## config.mk

```make
export PLATFORM = sky130hd
export DESIGN_NAME = gcm_input_sequencer
export DESIGN_NICKNAME = d
export VERILOG_FILES = /design/src/rtl/gcm_pkg.sv /design/src/rtl/gcm_input_sequencer.sv
export SDC_FILE = /design/constraint.sdc
export NUM_CORES = 1
export LEC_CHECK = 0
export ABC_AREA = 1
export BUFFER_PORTS_ARGS = -buffer_cell sky130_fd_sc_hd__buf_4
export CAP_MARGIN = 20
export CORE_AREA = 2 2 444 446
export CTS_CLUSTER_DIAMETER = 120
export DETAILED_ROUTE_END_ITERATION = 8
export DIE_AREA = 0 0 446 448
export GPL_TIMING_DRIVEN = 0
export RECOVER_POWER = 25
export SLEW_MARGIN = 20
export SYNTH_ARGS = -nofsm -noshare
export SYNTH_HDL_FRONTEND = slang
export SYNTH_SLANG_ARGS = --single-unit
```

## constraint.sdc

```tcl
create_clock -name clk -period 21.5 [get_ports clk]
set_clock_uncertainty 0.15 [all_clocks]
set_input_delay 1.075 -clock clk [delete_from_list [all_inputs] [get_ports clk]]
set_output_delay 1.075 -clock clk [all_outputs]
set_load 0.01 [all_outputs]
```

## src/rtl/gcm_pkg.sv

```systemverilog
// Shared widths and state encoding for the GCM input sequencer.
package gcm_pkg;

  localparam int BLK_W = 128;
  localparam int KEY_W = 128;
  localparam int IV_W  = 96;

  typedef enum logic [1:0] {
    IDLE  = 2'd0,
    AAD   = 2'd1,
    PT    = 2'd2,
    EMPTY = 2'd3
  } seq_state_t;

endpackage

```

## src/rtl/gcm_input_sequencer.sv

```systemverilog
// Producer side of the AES-GCM pipeline input. Frames one descriptor plus its
// AAD/PT data stream into one-block-per-cycle pipeline beats; upstream gaps
// become bubbles because the pipeline itself cannot stall.
//
// state | meaning
// IDLE  | waiting for a descriptor; o_desc_ready high (except while o_last shows)
// AAD   | accepting AAD blocks; counter holds remaining AAD blocks
// PT    | accepting PT blocks; counter holds remaining PT blocks
// EMPTY | zero-length instance; emits a single all-zero AAD beat
module gcm_input_sequencer
  import gcm_pkg::*;
#(
  parameter int CNT_W = 16
) (
  input  logic               clk,
  input  logic               rst,
  input  logic               i_desc_valid,
  output logic               o_desc_ready,
  input  logic [0:KEY_W-1]   i_desc_key,
  input  logic [0:IV_W-1]    i_desc_iv,
  input  logic [CNT_W-1:0]   i_desc_aad_blocks,
  input  logic [CNT_W-1:0]   i_desc_pt_blocks,
  input  logic [0:BLK_W-1]   i_desc_instance_size,
  input  logic               i_data_valid,
  output logic               o_data_ready,
  input  logic [0:BLK_W-1]   i_data,
  output logic               o_valid,
  output logic [0:KEY_W-1]   o_cipher_key,
  output logic [0:BLK_W-1]   o_plain_text,
  output logic [0:BLK_W-1]   o_aad,
  output logic [0:IV_W-1]    o_iv,
  output logic [0:BLK_W-1]   o_instance_size,
  output logic               o_new_instance,
  output logic               o_pt_instance,
  output logic               o_last
);

  seq_state_t        state_q, state_d;
  logic [CNT_W-1:0]  cnt_q;
  logic [CNT_W-1:0]  pt_blocks_q;
  logic [0:KEY_W-1]  key_q;
  logic [0:IV_W-1]   iv_q;
  logic [0:BLK_W-1]  size_q;
  logic              first_q;

  logic desc_fire;
  logic data_fire;
  logic cnt_is_one;
  logic emit;
  logic beat_last;

  assign desc_fire  = i_desc_valid && o_desc_ready;
  assign data_fire  = i_data_valid && o_data_ready;
  assign cnt_is_one = (cnt_q == CNT_W'(1));

  // State register
  always_ff @(posedge clk or posedge rst) begin
    if (rst) state_q <= IDLE;
    else     state_q <= state_d;
  end

  // Next-state decode: move on when the final block of a phase is accepted
  always_comb begin
    state_d = state_q;
    case (state_q)
      IDLE: begin
        if (desc_fire) begin
          if (i_desc_aad_blocks != '0)     state_d = AAD;
          else if (i_desc_pt_blocks != '0) state_d = PT;
          else                             state_d = EMPTY;
        end
      end
      AAD:     if (data_fire && cnt_is_one) state_d = (pt_blocks_q != '0) ? PT : IDLE;
      PT:      if (data_fire && cnt_is_one) state_d = IDLE;
      EMPTY:   state_d = IDLE;
      default: state_d = IDLE;
    endcase
  end

  // Handshake and beat-framing strobes; descriptor accept is held off while the
  // previous instance's last beat is still on the outputs, guaranteeing a gap
  always_comb begin
    o_desc_ready = !rst && (state_q == IDLE) && !o_last;
    o_data_ready = !rst && ((state_q == AAD) || (state_q == PT));
    emit         = data_fire || (state_q == EMPTY);
    beat_last    = (state_q == EMPTY)
                || ((state_q == PT)  && cnt_is_one)
                || ((state_q == AAD) && cnt_is_one && (pt_blocks_q == '0));
  end

  // Block down-counter: loaded on phase entry, decremented per accepted beat
  always_ff @(posedge clk or posedge rst) begin
    if (rst) begin
      cnt_q <= '0;
    end else begin
      case (state_q)
        IDLE: if (desc_fire)
                cnt_q <= (i_desc_aad_blocks != '0) ? i_desc_aad_blocks : i_desc_pt_blocks;
        AAD:  if (data_fire)
                cnt_q <= cnt_is_one ? pt_blocks_q : (cnt_q - CNT_W'(1));
        PT:   if (data_fire)
                cnt_q <= cnt_q - CNT_W'(1);
        default: cnt_q <= cnt_q;
      endcase
    end
  end

  // Descriptor hold registers; first_q marks the next emitted beat as new_instance
  always_ff @(posedge clk or posedge rst) begin
    if (rst) begin
      key_q       <= '0;
      iv_q        <= '0;
      size_q      <= '0;
      pt_blocks_q <= '0;
      first_q     <= 1'b0;
    end else if (desc_fire) begin
      key_q       <= i_desc_key;
      iv_q        <= i_desc_iv;
      size_q      <= i_desc_instance_size;
      pt_blocks_q <= i_desc_pt_blocks;
      first_q     <= 1'b1;
    end else if (emit) begin
      first_q     <= 1'b0;
    end
  end

  // Registered pipeline beat; a cycle without an accepted block is a zero bubble
  always_ff @(posedge clk or posedge rst) begin
    if (rst) begin
      o_valid        <= 1'b0;
      o_new_instance <= 1'b0;
      o_pt_instance  <= 1'b0;
      o_last         <= 1'b0;
      o_plain_text   <= '0;
      o_aad          <= '0;
    end else begin
      o_valid        <= emit;
      o_new_instance <= emit && first_q;
      o_pt_instance  <= data_fire && (state_q == PT);
      o_last         <= emit && beat_last;
      o_plain_text   <= (data_fire && (state_q == PT))  ? i_data : '0;
      o_aad          <= (data_fire && (state_q == AAD)) ? i_data : '0;
    end
  end

  assign o_cipher_key    = key_q;
  assign o_iv            = iv_q;
  assign o_instance_size = size_q;

endmodule

```

==> metrics.cfg <==
[outcome]
run_status = finished with violations
violations = max-capacitance violations, max-slew violations

[worst_setup_path]
worstSetupPathType = in2async
worstPathRequired_ns = 21.19
arrival_ns = 9.92
start_kind = primary input
cp-end-kind = asynchronous set/reset pin
cp_max_fo = 96
r2r_cells = 8

[run]
cap_violations = 6

[routing]
post_drt_wl_per_cell_um = 21.5
postRouteAntennaNets = 0
first_pass_iters = 6
route.detailed.drc = 0
met3_length_um = 14900
top_layer_used = met5
drtIter0Drc = 1784
viasPerCell = 3.49
wl_met2_um = 70300
vias = 22500
drt-met1-wl_um = 44900
wl_um = 138000

[global_routing]
gr-usage-all-layers_pct = 13.2
grt_max_degree = 109
grt_pass1_wl_um = 181000
antenna_found_initial = 19
grt_pass1_vias = 22500
grt_overflow = 0

[sta]
slew_headroom_pct = -262
hold_violations = 0
drv_slew = 474
fin_ws_ns = 11.28
max_freq_mhz = 97.8
tightest_slew_ns = 5.42
grt_setup_unrepaired = no
finalCriticalPeriod_ns = 10.22
setup_violations = 0
min_period_over_period_pct = 47.6

[synth]
synth_edf_count = 0
synth_warnings = 0
synth-main-ff-cell = dfrtp_1
ys_seq_area_share_pct = 67.4
synthTopCellsByCount = 1212 x nand2_1, 647 x dfrtp_1, 329 x nor2_1
ys_types = 28
yosysMostFrequentCell = nand2_1
yosys.area.top_type = dfrtp_1
async_flop_share_pct = 100
avgSynthCellArea_um2 = 9.17
synthTopCellsByArea = dfrtp_1 67%, nand2_1 19%, nor2_1 5.1%
synth_top_area_share_pct = 67.4
ys_ff_latch = 647
syn-cell-area_um2 = 24000
synth_cells = 2620
synthesis.nets = 3142

[floorplanning]
placementRows = 162
chipWidth_um = 446
die_h_um = 448
die_area_um2 = 200000
ios = 1130
core_area_um2 = 195000
start_util_pct = 12.3

[layout]
finalInstanceArea_um2 = 38200
area_growth_pct = 59.2
drive_gt1_share_pct = 34.6
final_nets = 4358
fillers = 21600

[clock_network]
clkTransAtPathRegs_ns = 0.06
htree_levels = 3
numCtsBuffers = 78
cts_tree = yes
cts.repair.resized = 0
cts_hold_buffers = 0
cts_root_buffer = clkbuf_16
post-cts-setup-buffers = 0
clock_latency_ns = 0.67
clock_path_buffers = 3
clock_sinks = 647

[place]
port_buffers = 1129
place_ws_ns = 17.89
place_area_um2 = 35900
hpwl_um = 115000
gp_congestion = 0.948

[power]
power.density_nw_per_um2 = 131
irDropWorstVdd_uv = 71.5
p_leak_nw = 21.0

[min_path]
hold_class = reg2reg
whs_path_depth = 2

[worst max-delay path, cell delays in order]
cell	delay, ns
clkbuf_1	0.12
clkinvlp_2	1.68
clkbuf_1	3.80
clkbuf_1	2.99
[layout by cell type (no fill, tap or decap), types with 3 or more instances in the layout]
master,synthesis,routed
bufinv_16,0,3
buf_2,62,61
inv_6,0,7
clkinv_2,1,10
clkbuf_16,0,79
o21ai_0,18,20
clkinvlp_4,0,5
nor2_1,329,330
inv_2,5,3
inv_1,200,201
clkbuf_8,0,12
nand4_1,18,18
nand3_1,31,31
buf_4,15,1143
buf_6,3,3
nand2_1,1212,1213
clkbuf_1,35,49
ha_1,6,6
nor2_2,4,3
clkbuf_2,0,3
inv_8,0,3
dfrtp_1,647,647
a21oi_1,12,12
xor2_1,4,4
nand3b_1,3,3
diode_2,0,9
[area by class of cell]
cell class / instances / area (µm²) / share of cell area [%]
Buffer: 117 / 606 / 1.58
Timing Repair Buffer: 1136 / 8550 / 22.3
Antenna cell: 9 / 22.5 / 0.0589
Sequential cell: 647 / 16200 / 42.3
Tap cell: 2542 / 3180 / 8.32
Clock inverter: 30 / 309 / 0.808
Clock buffer: 101 / 2180 / 5.70
Inverter: 206 / 776 / 2.03
Multi-Input combinational cell: 1650 / 6430 / 16.8
[path summary, 6_finish.rpt]
| check | from | end | slack [ns] |
|---|---|---|---|
| setup / recovery | rst | o_iv[47] | 11.28 |
| hold / removal | o_cipher_key[98] | o_cipher_key[98] | 0.32 |
| setup reg to reg | state_q[0] | first_q | 18.05 |
| hold reg to reg | o_cipher_key[98] | o_cipher_key[98] | 0.32 |
| max in group clk | state_q[0] | first_q | 18.05 |
| min in group asynchronous | rst | o_aad[34] | 1.13 |
[cells by family (layout without fill, tap and decap cells)]
kind of cell	count (synthesis)	count (layout)	synth area share [%]
and+or+nand+nor	1604	1604	25.6
DFF	647	647	67.4
buffers and inverters	323	1590	5.73
AOI/OAI and AO/OA	36	36	0.781
adders and majority gates	6	6	0.312
xor gates and xnor gates	4	4	0.146
other	0	9	0
[sequential cells by signal, summed over array words and instances (netlist names)]
name / count
state_q: 2
o_plain_text: 128
o_valid: 1
o_aad: 128
o_new_instance: 1
o_cipher_key: 128
o_iv: 96
first_q: 1
o_instance_size: 128
pt_blocks_q: 16
o_last: 1
cnt_q: 16
o_pt_instance: 1
[where the power goes]
part / leakage [nW] / total, W / switching [W] / internal, W
sequential: 8.44 / 0.00183 / 0.000244 / 0.00159
clock: 1.22 / 0.00132 / 0.000564 / 0.000754
combinational: 11.4 / 0.00187 / 0.00114 / 0.000723
total: 21.0 / 0.00502 / 0.00195 / 0.00306
[routing by layer]
| layer | GRT usage [%] | vias to the layer above |
|---|---|---|
| met3 | 5.92 | 234 |
| met2 | 22.9 | 1022 |
| met1 | 13.0 | 11000 |
| li1 | - | 10200 |
| met5 | 0 | - |
| met4 | 7.82 | 8 |
[stage by stage]
| stage | TNS [ns] | hold WS [ns] | total power (W) | utilization (%) | cells |
|---|---|---|---|---|---|
| 6_report | 0 | 0.324 | 0.00502 | 19.7 | 6438 |
| 5_1_grt | 0 | 0.347 | 0.00532 | 19.7 | 6438 |
| 4_1_cts | 0 | 0.248 | 0.00511 | 19.7 | 6429 |
| 3_5_place_dp | 0 | 0.316 | 0.00375 | 18.4 | 6298 |
| 3_3_place_gp | -3697.05 | 0.315 | 0.00374 | 18.3 | 6291 |
| 2_1_floorplan | 0 | 0.299 | 0.00253 | - | 2620 |
No activity file was read; power rests on OpenSTA's default activity.
